--- src/rtl/cache_controller_if.sv ---
// Bus bundle for cache_controller: MEM-stage request, data-cache port and SRAM-controller port.
// master = controller side, slave = surrounding pipeline/cache/SRAM side.
interface cache_controller_if;
  logic        MEM_R_EN;
  logic        MEM_W_EN;
  logic [31:0] address;
  logic [31:0] wdata;
  logic [31:0] rdata;
  logic        ready;

  logic [18:0] cache_address;
  logic [63:0] cache_write_data;
  logic        cache_read;
  logic        cache_write;
  logic        mem_write;
  logic        cache_hit;
  logic [31:0] cache_read_data;

  logic [31:0] sram_address;
  logic [31:0] sram_wdata;
  logic        sram_read;
  logic        sram_write;
  logic [31:0] sram_rdata;
  logic        sram_ready;

  modport master (
    input  MEM_R_EN, MEM_W_EN, address, wdata,
    output rdata, ready,
    output cache_address, cache_write_data, cache_read, cache_write, mem_write,
    input  cache_hit, cache_read_data,
    output sram_address, sram_wdata, sram_read, sram_write,
    input  sram_rdata, sram_ready
  );

  modport slave (
    output MEM_R_EN, MEM_W_EN, address, wdata,
    input  rdata, ready,
    input  cache_address, cache_write_data, cache_read, cache_write, mem_write,
    output cache_hit, cache_read_data,
    input  sram_address, sram_wdata, sram_read, sram_write,
    output sram_rdata, sram_ready
  );
endinterface

--- src/rtl/cache_controller.sv ---
// Write-through, read-allocate controller between MEM stage, 2-way data cache and SRAM controller.
// Optional hit/miss counters when CACHE_STATS_EN is defined.
module cache_controller #(
  parameter logic [31:0] BASE_ADDR = 32'd1024
) (
  input  logic                 clk,
  input  logic                 rst,
`ifdef CACHE_STATS_EN
  output logic [31:0]          hit_count,
  output logic [31:0]          miss_count,
`endif
  cache_controller_if.master   bus
);

  localparam logic [1:0] S_IDLE    = 2'd0;
  localparam logic [1:0] S_FILL_LO = 2'd1;
  localparam logic [1:0] S_FILL_HI = 2'd2;
  localparam logic [1:0] S_WRITE   = 2'd3;

  logic [1:0]  state_q, state_d;
  logic [31:0] lo_word_q, lo_word_d;
  logic [31:0] eff;

  assign eff = bus.address - BASE_ADDR;

  always_comb begin
    state_d              = state_q;
    lo_word_d            = lo_word_q;
    bus.ready            = 1'b1;
    bus.rdata            = '0;
    bus.cache_address    = eff[18:0];
    bus.cache_write_data = '0;
    bus.cache_read       = 1'b0;
    bus.cache_write      = 1'b0;
    bus.mem_write        = 1'b0;
    bus.sram_address     = '0;
    bus.sram_wdata       = '0;
    bus.sram_read        = 1'b0;
    bus.sram_write       = 1'b0;

    case (state_q)
      S_IDLE: begin
        // A simultaneous load+store request takes the store path.
        if (bus.MEM_W_EN) begin
          bus.mem_write = 1'b1;
          bus.ready     = 1'b0;
          state_d       = S_WRITE;
        end else if (bus.MEM_R_EN) begin
          bus.cache_read = 1'b1;
          if (bus.cache_hit) begin
            bus.rdata = bus.cache_read_data;
          end else begin
            bus.ready = 1'b0;
            state_d   = S_FILL_LO;
          end
        end
      end
      S_FILL_LO: begin
        bus.ready        = 1'b0;
        bus.sram_read    = 1'b1;
        bus.sram_address = {eff[31:3], 3'b000};
        if (bus.sram_ready) begin
          lo_word_d = bus.sram_rdata;
          state_d   = S_FILL_HI;
        end
      end
      S_FILL_HI: begin
        bus.ready        = 1'b0;
        bus.sram_read    = 1'b1;
        bus.sram_address = {eff[31:3], 3'b100};
        if (bus.sram_ready) begin
          bus.cache_write      = 1'b1;
          bus.cache_write_data = {bus.sram_rdata, lo_word_q};
          bus.rdata            = eff[2] ? bus.sram_rdata : lo_word_q;
          bus.ready            = 1'b1;
          state_d              = S_IDLE;
        end
      end
      S_WRITE: begin
        bus.ready        = 1'b0;
        bus.sram_write   = 1'b1;
        bus.sram_address = eff;
        bus.sram_wdata   = bus.wdata;
        if (bus.sram_ready) begin
          bus.ready = 1'b1;
          state_d   = S_IDLE;
        end
      end
      default: state_d = S_IDLE;
    endcase
  end

  always_ff @(posedge clk) begin
    if (rst) begin
      state_q   <= S_IDLE;
      lo_word_q <= '0;
    end else begin
      state_q   <= state_d;
      lo_word_q <= lo_word_d;
    end
  end

`ifdef CACHE_STATS_EN
  logic [31:0] hit_count_q, miss_count_q;
  logic        hit_evt, miss_evt;

  assign hit_evt  = (state_q == S_IDLE) && bus.MEM_R_EN && !bus.MEM_W_EN && bus.cache_hit;
  assign miss_evt = (state_q == S_IDLE) && bus.MEM_R_EN && !bus.MEM_W_EN && !bus.cache_hit;

  always_ff @(posedge clk) begin
    if (rst) begin
      hit_count_q  <= '0;
      miss_count_q <= '0;
    end else begin
      if (hit_evt && (hit_count_q != '1))
        hit_count_q <= hit_count_q + 32'd1;
      if (miss_evt && (miss_count_q != '1))
        miss_count_q <= miss_count_q + 32'd1;
    end
  end

  assign hit_count  = hit_count_q;
  assign miss_count = miss_count_q;
`endif

endmodule
--- src/flat_wrapper.sv ---
// flat-port wrapper written by rule: the top's interface ports become plain ports
module cache_controller_flat 
#(
  parameter logic [31:0] BASE_ADDR = 32'd1024
)
  (clk, rst, bus_MEM_R_EN, bus_MEM_W_EN, bus_address, bus_wdata, bus_rdata, bus_ready, bus_cache_address, bus_cache_write_data, bus_cache_read, bus_cache_write, bus_mem_write, bus_cache_hit, bus_cache_read_data, bus_sram_address, bus_sram_wdata, bus_sram_read, bus_sram_write, bus_sram_rdata, bus_sram_ready);
  cache_controller_if bus_i ();
  input  logic clk;
  input  logic rst;
  input wire logic [$bits(bus_i.MEM_R_EN)-1:0] bus_MEM_R_EN;
  input wire logic [$bits(bus_i.MEM_W_EN)-1:0] bus_MEM_W_EN;
  input wire logic [$bits(bus_i.address)-1:0] bus_address;
  input wire logic [$bits(bus_i.wdata)-1:0] bus_wdata;
  output wire logic [$bits(bus_i.rdata)-1:0] bus_rdata;
  output wire logic [$bits(bus_i.ready)-1:0] bus_ready;
  output wire logic [$bits(bus_i.cache_address)-1:0] bus_cache_address;
  output wire logic [$bits(bus_i.cache_write_data)-1:0] bus_cache_write_data;
  output wire logic [$bits(bus_i.cache_read)-1:0] bus_cache_read;
  output wire logic [$bits(bus_i.cache_write)-1:0] bus_cache_write;
  output wire logic [$bits(bus_i.mem_write)-1:0] bus_mem_write;
  input wire logic [$bits(bus_i.cache_hit)-1:0] bus_cache_hit;
  input wire logic [$bits(bus_i.cache_read_data)-1:0] bus_cache_read_data;
  output wire logic [$bits(bus_i.sram_address)-1:0] bus_sram_address;
  output wire logic [$bits(bus_i.sram_wdata)-1:0] bus_sram_wdata;
  output wire logic [$bits(bus_i.sram_read)-1:0] bus_sram_read;
  output wire logic [$bits(bus_i.sram_write)-1:0] bus_sram_write;
  input wire logic [$bits(bus_i.sram_rdata)-1:0] bus_sram_rdata;
  input wire logic [$bits(bus_i.sram_ready)-1:0] bus_sram_ready;
  assign bus_i.MEM_R_EN = bus_MEM_R_EN;
  assign bus_i.MEM_W_EN = bus_MEM_W_EN;
  assign bus_i.address = bus_address;
  assign bus_i.wdata = bus_wdata;
  assign bus_rdata = bus_i.rdata;
  assign bus_ready = bus_i.ready;
  assign bus_cache_address = bus_i.cache_address;
  assign bus_cache_write_data = bus_i.cache_write_data;
  assign bus_cache_read = bus_i.cache_read;
  assign bus_cache_write = bus_i.cache_write;
  assign bus_mem_write = bus_i.mem_write;
  assign bus_i.cache_hit = bus_cache_hit;
  assign bus_i.cache_read_data = bus_cache_read_data;
  assign bus_sram_address = bus_i.sram_address;
  assign bus_sram_wdata = bus_i.sram_wdata;
  assign bus_sram_read = bus_i.sram_read;
  assign bus_sram_write = bus_i.sram_write;
  assign bus_i.sram_rdata = bus_sram_rdata;
  assign bus_i.sram_ready = bus_sram_ready;
  cache_controller #(.BASE_ADDR(BASE_ADDR)) u_core (.clk(clk), .rst(rst), .bus(bus_i));
endmodule
--- config.mk ---
export PLATFORM = sky130hd
export DESIGN_NAME = cache_controller_flat
export DESIGN_NICKNAME = d
export VERILOG_FILES = /design/src/rtl/cache_controller_if.sv /design/src/rtl/cache_controller.sv /design/src/flat_wrapper.sv
export SDC_FILE = /design/constraint.sdc
export NUM_CORES = 1
export LEC_CHECK = 0
export ABC_AREA = 1
export ABC_CLOCK_PERIOD_IN_PS = 1950
export BUFFER_PORTS_ARGS = -buffer_cell sky130_fd_sc_hd__buf_2
export CAP_MARGIN = 20
export CORE_AREA = 2 2 124 126
export DETAILED_ROUTE_END_ITERATION = 8
export DIE_AREA = 0 0 126 128
export GPL_ROUTABILITY_DRIVEN = 0
export PLACE_DENSITY = 0.55
export SETUP_SLACK_MARGIN = 0.3
export SYNTH_ARGS = -nofsm -noshare
export SYNTH_HDL_FRONTEND = slang
export SYNTH_SLANG_ARGS = --single-unit
--- constraint.sdc ---
create_clock -name clk -period 1.95 [get_ports clk]
set_clock_uncertainty 0.15 [all_clocks]
set_input_delay 0.39 -clock clk [delete_from_list [all_inputs] [get_ports clk]]
set_output_delay 0.39 -clock clk [all_outputs]
set_load 0.1 [all_outputs]
# Yosys cells after proc, flatten, opt, wreduce, memory -nomap -nowiden
# Index checks and enable logic that the tools add are counted.
# W data, S select, Z words.
[word_totals] regBits=34 in_bits=134 output_inout_bits=185 word_cells=44
[op_classes] add_sub_neg=1 eq_ne=7 n_mux=29 reduce_logical=5
[ops] op="$mux W32" n=6
[ops] op="$mux W64" n=2
[ops] op="$pmux W32 S3" n=1
[ops] op="$pmux W32 S2" n=1
[ops] op="$sub A32 B11 Y32 const B" n=1
[ops] op="$mux W1" n=12
[ops] op="$mux W2" n=5
[ops] op="$ne A3 B3 Y1 const B" n=2
[ops] op="$pmux W2 S3" n=1
[ops] op="$eq A2 B2 Y1 const B" n=2
[ops] op="$reduce_and A4 Y1" n=1
[ops] op="$reduce_or A2 Y1" n=2
[ops] op="$pmux W1 S3" n=1
[ops] op="$eq A2 B1 Y1 const B" n=1
[ops] op="$logic_not A2 Y1" n=1
[ops] op="$ne A2 B1 Y1 const B" n=1
[ops] op="$ne A2 B2 Y1 const B" n=1
[ops] op="$reduce_and A2 Y1" n=1

# Longest topological paths before layout
# Gate-level depths: netlist of the first run.
[depth] ltp_word=4 mapped_depth=9

# Least setup slack after synthesis of the first run
# No wires, ideal clock.
[synth_path] kind="in2out" from="input port bus_address[10]" to="output port bus_sram_address[16]" arrival_ns=4.447 t_required_ns=1.410 path_slack_ns=-3.037 path_stages=7 n_path_buf=0 path_cell_list="inv_1 ha_1 nand2_2 nor2_1 xor2_1 inv_1 nor2_1"
[synth_via] elab_chain_len=2
[synth_lines] item="from (decl)" line_no="flat_wrapper.sv:12" source="input wire logic [$bits(bus_i.address)-1:0] bus_address;"
[synth_lines] item="$sub A32 B11 Y32" line_no="cache_controller.sv:24" source="assign eff = bus.address - BASE_ADDR;"
[synth_lines] item="via bus_cache_address[16]" line_no="flat_wrapper.sv:16" source="output wire logic [$bits(bus_i.cache_address)-1:0] bus_cache_address;"
[synth_lines] item="$pmux W32 S3" line_no="cache_controller.sv:41" source="case (state_q)"
[synth_lines] item="to (decl)" line_no="flat_wrapper.sv:23" source="output wire logic [$bits(bus_i.sram_address)-1:0] bus_sram_address;"
# The timed path passes the listed nets, and every way through them passes these cells.

# Worst setup path after layout of the first run
[layout_path] from="register u_core.state_q[1]" to="output port bus_sram_address[30]"
[layout_via] elab_chain_len=2
[layout_lines] item="from (decl)" line_no="cache_controller.sv:20" source="logic [1:0] state_q, state_d;"
[layout_lines] item="from (signal assigned)" line_no="cache_controller.sv:98" source="state_q <= state_d;"
[layout_lines] item="$eq A2 B2 Y1 / $eq A2 B1 Y1 (equally long branches)" line_no="cache_controller.sv:41"
[layout_lines] item="$pmux W32 S3 *" line_no="cache_controller.sv:41"
# Mark *: on every way between the ends. The rest lies on a longest branch, timed or not.

==> impl_results.md, run 1 <==
- Min-delay src: rst
- CP Capture Type: primary output
- Clock Path Buffers: 2
- Clock group share of total power: 7.1%
- Worst Setup SP: u_core.state_q[1]$_SDFFE_PP0P_
- Unrepaired setup endpoints after global routing: yes
- CTS Buf Count: 5
- Vias: 6,107
- Via-to-Cell Ratio: 4.76
- Post-route ant nets: 0
- Status: finished with violations
- Internal: 5670 uW
- Req. time, crit path: 1410 ps
- Combinational share of power: 85.0%
- Number of max-cap violations: 0
- Die Height: 128 um
- Largest area contributor in the netlist: dfxtp_1
- Area grow syn2layout: 254%
- CTS tree: done
- Worst-Margin Slew: 583 ps
- Initial core utilization: 23.8%
- Synth warnings: 0
- Ant diodes: 0
- WP data arrival: 1850 ps
- Fill count: 791
- CP Class: flip-flop to primary output
- Core box area: 14,900 um^2
- Sw Share: 55.7%
- Drc violations: 0
- First-pass GRT wire length: 31.1 mm
- Relative slew slack: 60.7%
- Post-synth top cells: 135 x inv_1, 117 x nor2_1, 114 x nand2_1
- Hold Path Class: input pin to flip-flop
- Dpl cell area: 10,900 um^2
- Fin. Hold Viols: 0
- Final min period: 2390 ps
- Share of cells above drive strength 1: 72.7%
- Iter 0 DRT Violations: 277
- GRT overflow: 0
- Syn avg cell area: 5.30 um^2
- CTS root buffer: clkbuf_16
- P per Cell Area: 1020 nW/um^2
- Peak supply drop: 0.561 mV
- P_leak: 0.00521 uW
- Top cell type's share of synthesized area: 19.2%
- DRT Pass-1 Iters: 5
- DPL Wire Length: 15.1 mm
- Net Sw Power: 7120 uW
- CTS Sinks: 34
- Synth area leaders: dfxtp_1 19%, inv_1 14%, nor2_1 12%
- Design Area, Final: 12,500 um^2
- Synth Register Bits: 34
- Power share of the sequential group: 8.0%
- Final worst setup slack: -439 ps
- Die W: 126 um
- Mapped Cells: 667
- Area of the die: 16,100 um^2
- Cell Rows: 45
- Fin Hold WS: 115 ps
- Post-synth ARST share: 0%
- Most numerous cell in the Yosys netlist: inv_1
- Boundary Pins: 319
- Largest net degree at the start of global routing: 35
- Synth Flop Type: dfxtp_1
- Vias in the first global route: 5,719
- Reg-to-reg startpoint: u_core.state_q[1]$_SDFFE_PP0P_
- Routed len/inst: 17.5 um
- Endpoints failing setup: 171
- I/O Buffers: 318
- Slew Limit Fails: 0
- DRT Wirelength: 22.4 mm
- Worst-path maximum fanout: 5
- Mapped Area: 3540 um^2
- Post-synth EDFFs: 0
- Cell variety after synth: 29
- Clk slew on worst S/H paths: 60 ps
- Period utilisation layout: 123%
- Post-layout nets: 1,232
- H-tree lvl count: 2
- Gr usage total: 24.1%
- Skew-Pair Late Insertion Delay: 280 ps
- Initial antenna violation count: 1
- Failing checks: setup timing
- Fmax: 0.419 GHz
- Sequential area share after synthesis: 19.2%
- Synth Net Count: 806
- Worst setup SP type: flip-flop
## flip-flops by register name (all words and copies together), names as in the netlist
| name | flops |
|---|---|
| u_core.state_q | 2 |
| u_core.lo_word_q | 32 |
## routing by layer
metal  vias to the layer above  GRT usage (%)  part of all wire [%]
li1                       2896              -                     -
met1                      2902           27.9                    36
met4                         2           6.66                   2.5
met5                         -              0                 0.058
met3                        48           5.34                   6.3
met2                       259           44.5                    55
## timing repair
item / CTS / global route
endpoints found under the setup margin: 178 / 208
hold buffers: 0 / 0
setup buffers: 22 / 25
gates resized for setup: 136 / 73
cloned: 10 / 8
pin swaps: 43 / 40
## critical path, stage by stage, from the launching register on
cell and delay [ps]:
dfxtp_4 390, inv_4 50, ha_4 170, inv_6 60, buf_4 160, nand2_8 120
buf_12 150, inv_6 60, nand2_1 90, nor2_4 120, buf_12 180
## layout by cell type (no fill, tap or decap), types with 5 or more instances in the layout
cell        synthesis  routed
nand2_1           114      30
nand3_4             0      33
o21ai_2             0      14
buf_2              10     134
clkbuf_16           0      12
inv_1             135      82
ha_4                0       5
nor2_1            117      28
buf_12              0     201
clkinvlp_4          0      45
xor2_4              0       5
buf_6               1      46
buf_8               0      14
nand2_4             1      47
nand2_8             0      38
a21oi_2             0       9
nand3_1            42       8
dfxtp_1            34      32
o21ai_0            67      30
nor2_4              2      93
o21ai_1             1      22
buf_4              12      54
inv_2               4       8
buf_16              0       8
a21oi_1            72      62
## stage by stage
step,total power (uW),cells,setup slack (ps),utilization (%),TNS [ps]
floorplan,7260,667,-1130,-,-33310
global placement,10300,1209,-180,73.3,-7290
detailed placement,10400,1209,-203,73.3,-8020
CTS,12100,1249,-419,80.0,-43090
global route,13200,1282,-495,84.3,-56570
finish,12800,1282,-439,84.3,-48400
## cells by family (layout without fill, tap and decap cells)
group,count (synthesis),after routing,share of synthesized area (%)
DFF,34,34,19.2
buffers and inverters,189,615,21.9
and+or+nand+nor,291,292,34.9
adders and majority gates,5,5,1.77
xor gates and xnor gates,7,7,2.16
AOI/OAI and AO/OA,141,141,20.0
## worst paths after layout
path | slack [ps] | cells after the start | end
worst max-delay path | -440 | 10 | bus_sram_address[30]
worst min-delay path | 110 | 2 | u_core.state_q[1]$_SDFFE_PP0P_
worst max register to register | 160 | 11 | u_core.state_q[1]$_SDFFE_PP0P_
worst min register to register | 370 | 2 | u_core.lo_word_q[7]$_SDFFE_PP0P_
## area by class of cell
class                           count  area, um^2  area share, %
Multi-Input combinational cell    445        4450           35.5
Timing Repair inverter              3        31.3          0.250
Timing Repair Buffer              465        6260           49.9
Clock buffer                        8         166           1.33
Inverter                          139         713           5.69
Sequential cell                    34         688           5.49
Tap cell                          188         235           1.88
## power groups by stage
stage	Sequential, uW	Combinational, uW	Clock, uW
floorplan	1000	6260	0
detailed placement	1000	9380	0
CTS	1010	10200	918
finish	1020	10900	905
global placement	993	9320	0
global route	1040	11200	934
Note: power is estimated with default switching activity, not from simulation.
==> inputs of run 2 (changes only) <==
- ABC_CLOCK_PERIOD_IN_PS: 1950 -> 2800
- CORE_AREA: 2 2 124 126 -> 2 2 123 125
- DIE_AREA: 0 0 126 128 -> 0 0 125 127
- clock period: 1.95 -> 2.8 ns (I/O delays scaled with it)
==> run 2 against run 1 <==
Compared with the run above:
- the run now ends clean
- final cell count shrank 7.4%
- worst setup slack improved by 690 ps
- register-to-register slack gained 850 ps
- via count decreased by 12%
- wire length down 19%
- flip-flop and latch count did not move
- non-clock buffer count fell by 91
==> impl_results.md, run 2 (synthesized netlist as in run 1, its figures left out) <==
- Net Sw Power: 4420 uW (-38%)
- Post-route ant nets: 0 (unchanged)
- Post-layout nets: 1,141 (-7.4%)
- Ant diodes: 0 (unchanged)
- Slew Limit Fails: 0 (unchanged)
- Routed len/inst: 15.3 um (-12%)
- Initial core utilization: 24.5% (+0.73 points)
- Most frequent cells in the layout: 161 x buf_2, 125 x buf_12, 92 x inv_1
- Via-to-Cell Ratio: 4.53 (-5.0%)
- Cell Rows: 44 (-2.2%)
- CTS root buffer: clkbuf_16
- Top flop regs: u_core.lo_word_q (32), u_core.state_q (2)
- WP data arrival: 1830 ps (-20 ps)
- Power share of the sequential group: 9.7% (+1.7 points)
- Req. time, crit path: 2090 ps (+680 ps)
- Die Height: 127 um (-0.78%)
- CTS tree: done
- H-tree lvl count: 2 (unchanged)
- P per Cell Area: 779 nW/um^2 (-24%)
- Commonest non-fill, non-tap cell in the layout: buf_2
- CP Class: flip-flop to primary output
- Max reg flops: 32 (unchanged)
- Worst r2r path cells: 6 (-5)
- Reg-to-reg startpoint: u_core.state_q[1]$_SDFFE_PP0P_
- Iter 0 DRT Violations: 164 (-41%)
- First-pass GRT wire length: 27.3 mm (-12%)
- Worst setup SP type: flip-flop
- Largest net degree at the start of global routing: 67 (+91%)
- Area of the die: 15,900 um^2 (-1.6%)
- Worst-Margin Slew: 559 ps (-24.4 ps)
- Worst-path maximum fanout: 8 (+3)
- Sw Share: 60.9% (+5.3 points)
- Initial antenna violation count: 0 (-1)
- Status: complete, no violations
- Endpoints failing setup: 0 (-100%)
- Gr usage total: 21.1% (-3.0 points)
- Skew-Pair Late Insertion Delay: 270 ps (about the same)
- I/O Buffers: 318 (unchanged)
- Boundary Pins: 319 (unchanged)
- Post-Place Cells: 1,143 (-5.5%)
- Vias: 5,372 (-12%)
- Hold-fix buffers, CTS: 0 (unchanged)
- CTS Buf Count: 5 (unchanged)
- R2R Path End: u_core.lo_word_q[24]$_SDFFE_PP0P_
- Final worst setup slack: 255 ps (+694 ps)
- Relative slew slack: 62.6% (+1.9 points)
- P_leak: 0.00400 uW (-23%)
- Vias in the first global route: 5,186 (-9.3%)
- Unrepaired setup endpoints after global routing: yes
- DRT Wirelength: 18.2 mm (-19%)
- CTS Sinks: 34 (unchanged)
- Area grow syn2layout: 163%
- Worst-case hold path end point: u_core.state_q[1]$_SDFFE_PP0P_
- Share of cells above drive strength 1: 62.5% (-10 points)
- Core box area: 14,400 um^2 (-3.0%)
- Flop2flop setup slack: 1010 ps (+850 ps)
- Internal: 2830 uW (-50%)
- DPL Wire Length: 13.1 mm (-13%)
- Pre-CTS WS: 141 ps (+344 ps)
- Combinational share of power: 82.5% (-2.5 points)
- Hold Path Class: input pin to flip-flop
- Fin. Hold Viols: 0 (unchanged)
- Period utilisation layout: 90.9%
- Clock group share of total power: 7.8% (+0.7 points)
- DRT Pass-1 Iters: 4 (-1)
- Register name with the most flops: u_core.lo_word_q
- Finished Layout Cells: 1,187 (-7.4%)
- Min-delay src: rst
- Clock Path Buffers: 2 (unchanged)
- CP Capture Type: primary output
- Die W: 125 um (-0.79%)
- Number of max-cap violations: 0 (unchanged)
- Hold depth: 2 (unchanged)
- Clk slew on worst S/H paths: 50 ps (about the same)
- Final min period: 2540 ps
- Drc violations: 0 (unchanged)
- GRT overflow: 0 (unchanged)
- Fmax: 0.393 GHz
- Peak supply drop: 0.339 mV (-40%)
## run 2: final cells by class
cell class                 instances  area, um^2
sequential                        34         688
inverter                         139         694
timing repair buffer             374        4150
fill                            1226        5110
clock inverter                     1        5.00
multi-input combinational        446        3370
clock buffer                       7         143
timing repair inverter             2        25.0
tap                              184         230
## run 2: through the flow
stage / total power (uW) / hold slack [ps] / TNS [ps] / area [um^2] / util (%)
final: 7250 / 304 / 0 / 9310 / 64.6
after global routing: 7530 / 307 / 0 / 9310 / 64.6
after CTS: 7080 / 301 / 0 / 9040 / 62.7
after detailed placement: 6120 / 359 / 0 / 8250 / 57.2
after global placement: 6100 / 357 / 0 / 8250 / 57.2
after floorplan: 4580 / 345 / -3250 / 4700 / -
## run 2: worst max-delay path by stage
| stage | start | to | slack [ps] |
|---|---|---|---|
| 2_1_floorplan | bus_address[10] | bus_sram_address[16] | -620 |
| 3_3_place_gp | bus_address[10] | bus_sram_address[26] | 170 |
| 3_5_place_dp | bus_address[10] | bus_sram_address[24] | 140 |
| 4_1_cts | u_core.state_q[0]$_SDFFE_PP0P_ | bus_rdata[6] | 210 |
| 5_1_grt | u_core.state_q[0]$_SDFFE_PP0P_ | bus_rdata[11] | 200 |
| 6_report | u_core.state_q[0]$_SDFFE_PP0P_ | bus_rdata[0] | 260 |
## run 2: critical path, cell delays in order (launching register included)
cell and delay (ps):
dfxtp_4 370, inv_4 80, ha_4 160, inv_6 40, nor3_4 150, buf_6 150, buf_12 110, buf_16 160
nand3_2 80, nand2_2 90, buf_12 170
## run 2: timing repair
item,in CTS,in global routing
pin swaps,12,18
buffers inserted,20,6
endpoints found under the setup margin,137,76
gates resized for setup,96,47
gates cloned,5,5
## run 2: per-layer routing
layer	global-route usage [%]	up-vias	share of wire, %
li1	-	2694	-
met1	23.9	2469	38
met2	38.6	197	52
met3	7.58	12	9.0
met4	3.79	0	0.91
met5	0	-	0
## run 2: power groups by stage
stage	registers, uW	logic [uW]	clock network (uW)
after floorplan	680	3900	0
after global placement	694	5410	0
after detailed placement	697	5430	0
after CTS	698	5800	583
after global routing	718	6210	604
final	702	5980	565
